`config.mk`:
```
export PLATFORM = sky130hd
export DESIGN_NAME = dma_copy_master
export DESIGN_NICKNAME = d
export VERILOG_FILES = /design/src/rtl/dma_pkg.sv /design/src/rtl/dma_copy_master.sv
export SDC_FILE = /design/constraint.sdc
export NUM_CORES = 1
export LEC_CHECK = 0
export CORE_AREA = 5 5 121 152
export DETAILED_ROUTE_END_ITERATION = 16
export DIE_AREA = 0 0 126 157
export HOLD_SLACK_MARGIN = 0.12
export PLACE_DENSITY = 0.88
export SKIP_CTS_REPAIR_TIMING = 1
export SLEW_MARGIN = 20
export SYNTH_ARGS = -nofsm -noshare
export SYNTH_HDL_FRONTEND = slang
export SYNTH_SLANG_ARGS = --single-unit
```
`constraint.sdc`:
```
create_clock -name clk -period 4.5 [get_ports clk]
set_input_delay 0.45 -clock clk [delete_from_list [all_inputs] [get_ports clk]]
set_output_delay 0.45 -clock clk [all_outputs]
set_load 0.01 [all_outputs]
```
`src/rtl/dma_pkg.sv`:
```
// Shared definitions for data-memory bus initiators: copy FSM states, word size and
// data-bus region bases.
package dma_pkg;

    typedef enum logic [2:0] {
        StIdle,
        StReq,
        StRead,
        StWrite,
        StDone,
        StErr
    } dma_state_e;

    localparam int unsigned WORD_BYTES = 4;

    localparam logic [31:0] GLOBAL_BASE = 32'h1001_0000;
    localparam logic [31:0] STACK_BASE  = 32'h7fff_f000;
    localparam logic [31:0] PERI_BASE   = 32'h4000_0000;

    function automatic logic misaligned(input logic [31:0] a);
        return a[1:0] != 2'b00;
    endfunction

endpackage

```
`src/rtl/dma_copy_master.sv`:
```
// Word-copy bus initiator: after a start pulse, arbitrates for the data bus and copies
// word_cnt aligned words from src to dst, one read then one write per word.
module dma_copy_master
    import dma_pkg::*;
#(
    parameter int unsigned CNT_W = 16
) (
    input  logic             clk,
    input  logic             reset_n,
    input  logic             start,
    input  logic [31:0]      src_addr,
    input  logic [31:0]      dst_addr,
    input  logic [CNT_W-1:0] word_cnt,
    input  logic             abort,
    output logic             busy,
    output logic             done,
    output logic             err,
    output logic [31:0]      err_addr,
    output logic             bus_req,
    input  logic             bus_gnt,
    output logic             rd,
    output logic             wr,
    output logic [31:0]      addr,
    output logic [31:0]      wdata,
    input  logic [31:0]      rdata,
    input  logic             accessable
);

    dma_state_e       state_q;
    logic [31:0]      cur_src_q;
    logic [31:0]      cur_dst_q;
    logic [CNT_W-1:0] remain_q;
    logic [31:0]      buf_q;
    logic             busy_q;
    logic             done_q;
    logic             err_q;
    logic [31:0]      err_addr_q;
    logic             bus_req_q;

    always_ff @(posedge clk) begin
        if (!reset_n) begin
            state_q    <= StIdle;
            cur_src_q  <= '0;
            cur_dst_q  <= '0;
            remain_q   <= '0;
            buf_q      <= '0;
            busy_q     <= 1'b0;
            done_q     <= 1'b0;
            err_q      <= 1'b0;
            err_addr_q <= '0;
            bus_req_q  <= 1'b0;
        end else begin
            done_q <= 1'b0;
            if (abort && state_q != StIdle) begin
                state_q   <= StIdle;
                busy_q    <= 1'b0;
                bus_req_q <= 1'b0;
            end else begin
                case (state_q)
                    StIdle: begin
                        if (start) begin
                            cur_src_q <= src_addr;
                            cur_dst_q <= dst_addr;
                            remain_q  <= word_cnt;
                            err_q     <= 1'b0;
                            busy_q    <= 1'b1;
                            // Source alignment is reported ahead of destination alignment.
                            if (word_cnt == '0) begin
                                state_q <= StDone;
                                done_q  <= 1'b1;
                            end else if (misaligned(src_addr)) begin
                                state_q    <= StErr;
                                err_q      <= 1'b1;
                                err_addr_q <= src_addr;
                            end else if (misaligned(dst_addr)) begin
                                state_q    <= StErr;
                                err_q      <= 1'b1;
                                err_addr_q <= dst_addr;
                            end else begin
                                state_q   <= StReq;
                                bus_req_q <= 1'b1;
                            end
                        end
                    end
                    StReq: begin
                        if (bus_gnt) state_q <= StRead;
                    end
                    StRead: begin
                        if (bus_gnt) begin
                            if (accessable) begin
                                buf_q   <= rdata;
                                state_q <= StWrite;
                            end else begin
                                state_q    <= StErr;
                                err_q      <= 1'b1;
                                err_addr_q <= cur_src_q;
                                bus_req_q  <= 1'b0;
                            end
                        end
                    end
                    StWrite: begin
                        if (bus_gnt) begin
                            if (!accessable) begin
                                state_q    <= StErr;
                                err_q      <= 1'b1;
                                err_addr_q <= cur_dst_q;
                                bus_req_q  <= 1'b0;
                            end else begin
                                cur_src_q <= cur_src_q + 32'(WORD_BYTES);
                                cur_dst_q <= cur_dst_q + 32'(WORD_BYTES);
                                remain_q  <= remain_q - CNT_W'(1);
                                if (remain_q == CNT_W'(1)) begin
                                    state_q   <= StDone;
                                    done_q    <= 1'b1;
                                    bus_req_q <= 1'b0;
                                end else begin
                                    state_q <= StRead;
                                end
                            end
                        end
                    end
                    StDone, StErr: begin
                        state_q <= StIdle;
                        busy_q  <= 1'b0;
                    end
                    default: begin
                        state_q   <= StIdle;
                        busy_q    <= 1'b0;
                        bus_req_q <= 1'b0;
                    end
                endcase
            end
        end
    end

    // Bus strobes follow only the state and the grant; never rdata or accessable.
    always_comb begin
        rd    = 1'b0;
        wr    = 1'b0;
        addr  = '0;
        wdata = '0;
        case (state_q)
            StRead: begin
                rd   = bus_gnt;
                addr = cur_src_q;
            end
            StWrite: begin
                wr    = bus_gnt;
                addr  = cur_dst_q;
                wdata = buf_q;
            end
            default: ;
        endcase
    end

    assign busy     = busy_q;
    assign done     = done_q;
    assign err      = err_q;
    assign err_addr = err_addr_q;
    assign bus_req  = bus_req_q;

endmodule

```
==> results.sh <==
export IMPL_status="finished clean"
export IMPL_worstSetupPathType="flop to primary output"
export IMPL_die_y_um=157
export IMPL_ys_seq_elements=151
export IMPL_place_hpwl_um=21200
export IMPL_final_nets=1487
export IMPL_p_clk_frac=0.300
export IMPL_critPathMaxFanout=76
export IMPL_cpPeakStageDelay_ns=0.89
export IMPL_ys_types=75
export IMPL_tns_ns=0
export IMPL_grt_overflow_total=0
export IMPL_highest_layer="met4"
export IMPL_finalClockSkew_ns=0.00809
export IMPL_met3WireLength_um=3000
export IMPL_arrival_ns=3.04
export IMPL_netlist_instances=1218
export IMPL_intPower_mw=3.33
export IMPL_route_met2_wl_um=14700
export IMPL_grt_max_degree=77
export IMPL_ys_warn_count=0
export IMPL_start_util=0.534
export IMPL_startpoint_type="flop"
export IMPL_h_tree_depth=4
export IMPL_path_buf_inv=1
export IMPL_fillers=1324
export IMPL_synth_flop_cell="dfxtp_1"
export IMPL_critical_path_slowest_cell="and3b_4"
export IMPL_cp_required_ns=4.05
export IMPL_tightest_slew_ns=1.06
export IMPL_hold_path_class="flop to flop"
export IMPL_hold_viol=0
export IMPL_netlist_area_um2=8920
export IMPL_clock_sinks=151
export IMPL_synth_edff_count=0
export IMPL_drive_above_1_share=0.0617
export IMPL_syn2layout_area_growth_pct=31.6
export IMPL_power_switching_mw=1.83
export IMPL_port_buffers=219
export IMPL_wl_met1_um=11400
export IMPL_dr_pass1_iters=6
export IMPL_crit_path_end_kind="primary output"
export IMPL_via_per_inst=6.29
export IMPL_cts_tree="done"
export IMPL_routed_wl_um=30700
export IMPL_syn_nets=1340
export IMPL_fin_crit_sh=0.775
export IMPL_synthArstFlopShare=0
export IMPL_die_area_um2=19800
export IMPL_seqPwrFrac=0.373
export IMPL_antenna_left=0
export IMPL_power_density_nw_per_um2=439
export IMPL_antenna_found_initial=0
export IMPL_rows=53
export IMPL_maxCapViolations=0
export IMPL_grt_pass1_wl_um=48200
export IMPL_cts_buffer_depth=2
export IMPL_drc=0
export IMPL_slew_limit_headroom=0.295
export IMPL_grt_pass1_vias=9467
export IMPL_die_x_um=126
export IMPL_syn_area_per_cell_um2=7.32
export IMPL_gp_congestion=0.941
export IMPL_p_comb_frac=0.326
export IMPL_regArea_um2=3020
export IMPL_insertion_delay_ns=0.43
export IMPL_p_leak_nw=4.09
export IMPL_cts_root_buffer="clkbuf_16"
export IMPL_vias=10049
export IMPL_max_vdd_ir_drop_v=0.000260
export IMPL_finalSetupViolCount=0
export IMPL_slew_viol_final=0
export IMPL_synth_seq_area_share=0.339
export IMPL_crit_path_cell_trace="and3b_4 > and2_1 > clkdlybuf4s50_1"
export IMPL_holdWs_ns=0.448
export IMPL_max_freq_mhz=287
export IMPL_clkTransAtPathRegs_ns=0.06
export IMPL_min_period_ns=3.49
export IMPL_wl_per_cell_um=19.2
export IMPL_cp_top_family="simple AND/OR/NAND/NOR gates"
export IMPL_antenna_cells=0
export IMPL_p_sw_frac=0.355
export IMPL_rsz0062_at_grt="no"
export IMPL_cts_made_buffers=17
export IMPL_core_region_area_um2=16700
export IMPL_grt_total_usage=0.297
export IMPL_drtIter0Drc=1116
export IMPL_io_pin_count=220
export IMPL_multi_input_area_um2=5470
Yosys cell counts (all sizes together) (9+ instances only):
cell type    n  share of area
a31oi       11         0.0077
buf         19          0.012
and3        10         0.0072
nor2        98          0.041
nand2b      10         0.0070
dfxtp      151           0.34
nand2      211          0.089
o21ai      120          0.068
clkbuf      87          0.037
nor4        25          0.019
nand3       37          0.021
or3         13         0.0098
and4         9         0.0090
mux2i       66          0.074
and2        41          0.029
nand4       14          0.011
nor3        20          0.012
a211oi      20          0.017
a21oi      130          0.073
placed cells by master (no fill, tap or decap), drive strengths merged, types with 6 or more instances in the layout:
master         count
a211oi            20
dfxtp            151
buf               16
a311oi             8
clkinv             6
clkdlybuf4s50    218
nand2            211
a21oi            130
o221a              8
or4                8
o31ai              6
and2              41
or3               13
nor2              98
and3              10
nand2b            10
nor4              25
nand4             14
o21ai            120
a22oi              6
clkbuf            19
inv                7
o21a               8
and4               9
nand3             37
mux2i             66
a31oi             11
o22ai              7
nor3              20
path summary, 6_finish.rpt:
path / startpoint / endpoint / slack [ns] / cells after the start
worst max-delay path: state_q[0] / wdata[15] / 1.01 / 3
worst min-delay path: buf_q[5] / buf_q[5] / 0.45 / 2
worst max register to register: state_q[0] / cur_src_q[17] / 1.11 / 5
worst min register to register: buf_q[5] / buf_q[5] / 0.45 / 2
per-stage QoR:
step / worst slack (ns) / total power, mW / cells / util / area [um2]
2_1_floorplan: 2.44 / 2.94 / 1218 / - / 8920
3_3_place_gp: 1.14 / 3.55 / 1566 / 0.665 / 11100
3_5_place_dp: 1.09 / 3.59 / 1566 / 0.665 / 11100
4_1_cts: 1.04 / 5.13 / 1597 / 0.703 / 11700
5_1_grt: 0.907 / 5.39 / 1597 / 0.703 / 11700
6_report: 1.01 / 5.16 / 1597 / 0.703 / 11700
routing by layer:
metal	global-route usage	vias up
li1	-	4682
met1	0.333	4647
met2	0.507	580
met3	0.0784	140
met4	0.175	0
met5	0	-
power groups by stage:
stage	Combinational (mW)	Sequential [mW]	Clock, mW
6_report	1.68	1.92	1.55
3_3_place_gp	1.62	1.93	0
5_1_grt	1.82	1.96	1.61
4_1_cts	1.67	1.91	1.55
3_5_place_dp	1.66	1.94	0
2_1_floorplan	1.09	1.86	0
worst min-delay path: stages, from the launching register on:
cell	delay, ns
dfxtp_1	0.30
nand2_1	0.05
a21oi_1	0.05
sequential cells by signal, summed over array words and instances, names as in the netlist:
| name | count |
|---|---|
| state_q | 3 |
| cur_dst_q | 32 |
| buf_q | 32 |
| err | 1 |
| cur_src_q | 32 |
| bus_req | 1 |
| remain_q | 16 |
| busy | 1 |
| err_addr | 32 |
| done | 1 |
cells by family after synthesis:
logic type	count (synthesis)	synth area share
compound gates	365	0.247
xor+xnor	2	0.00196
fa+ha+maj	4	0.00561
buf+inv	113	0.0516
flops	151	0.339
mux	68	0.0766
simple gates	515	0.279
final cells by class:
type	instances	share of cell area
multi-input cells	954	0.466
flip-flops and latches	151	0.258
repair buffers	234	0.197
clock buffers	19	0.0386
well taps	220	0.0234
clock inverters	12	0.0150
inverters	7	0.00224
(Power assumes the default switching activity.)
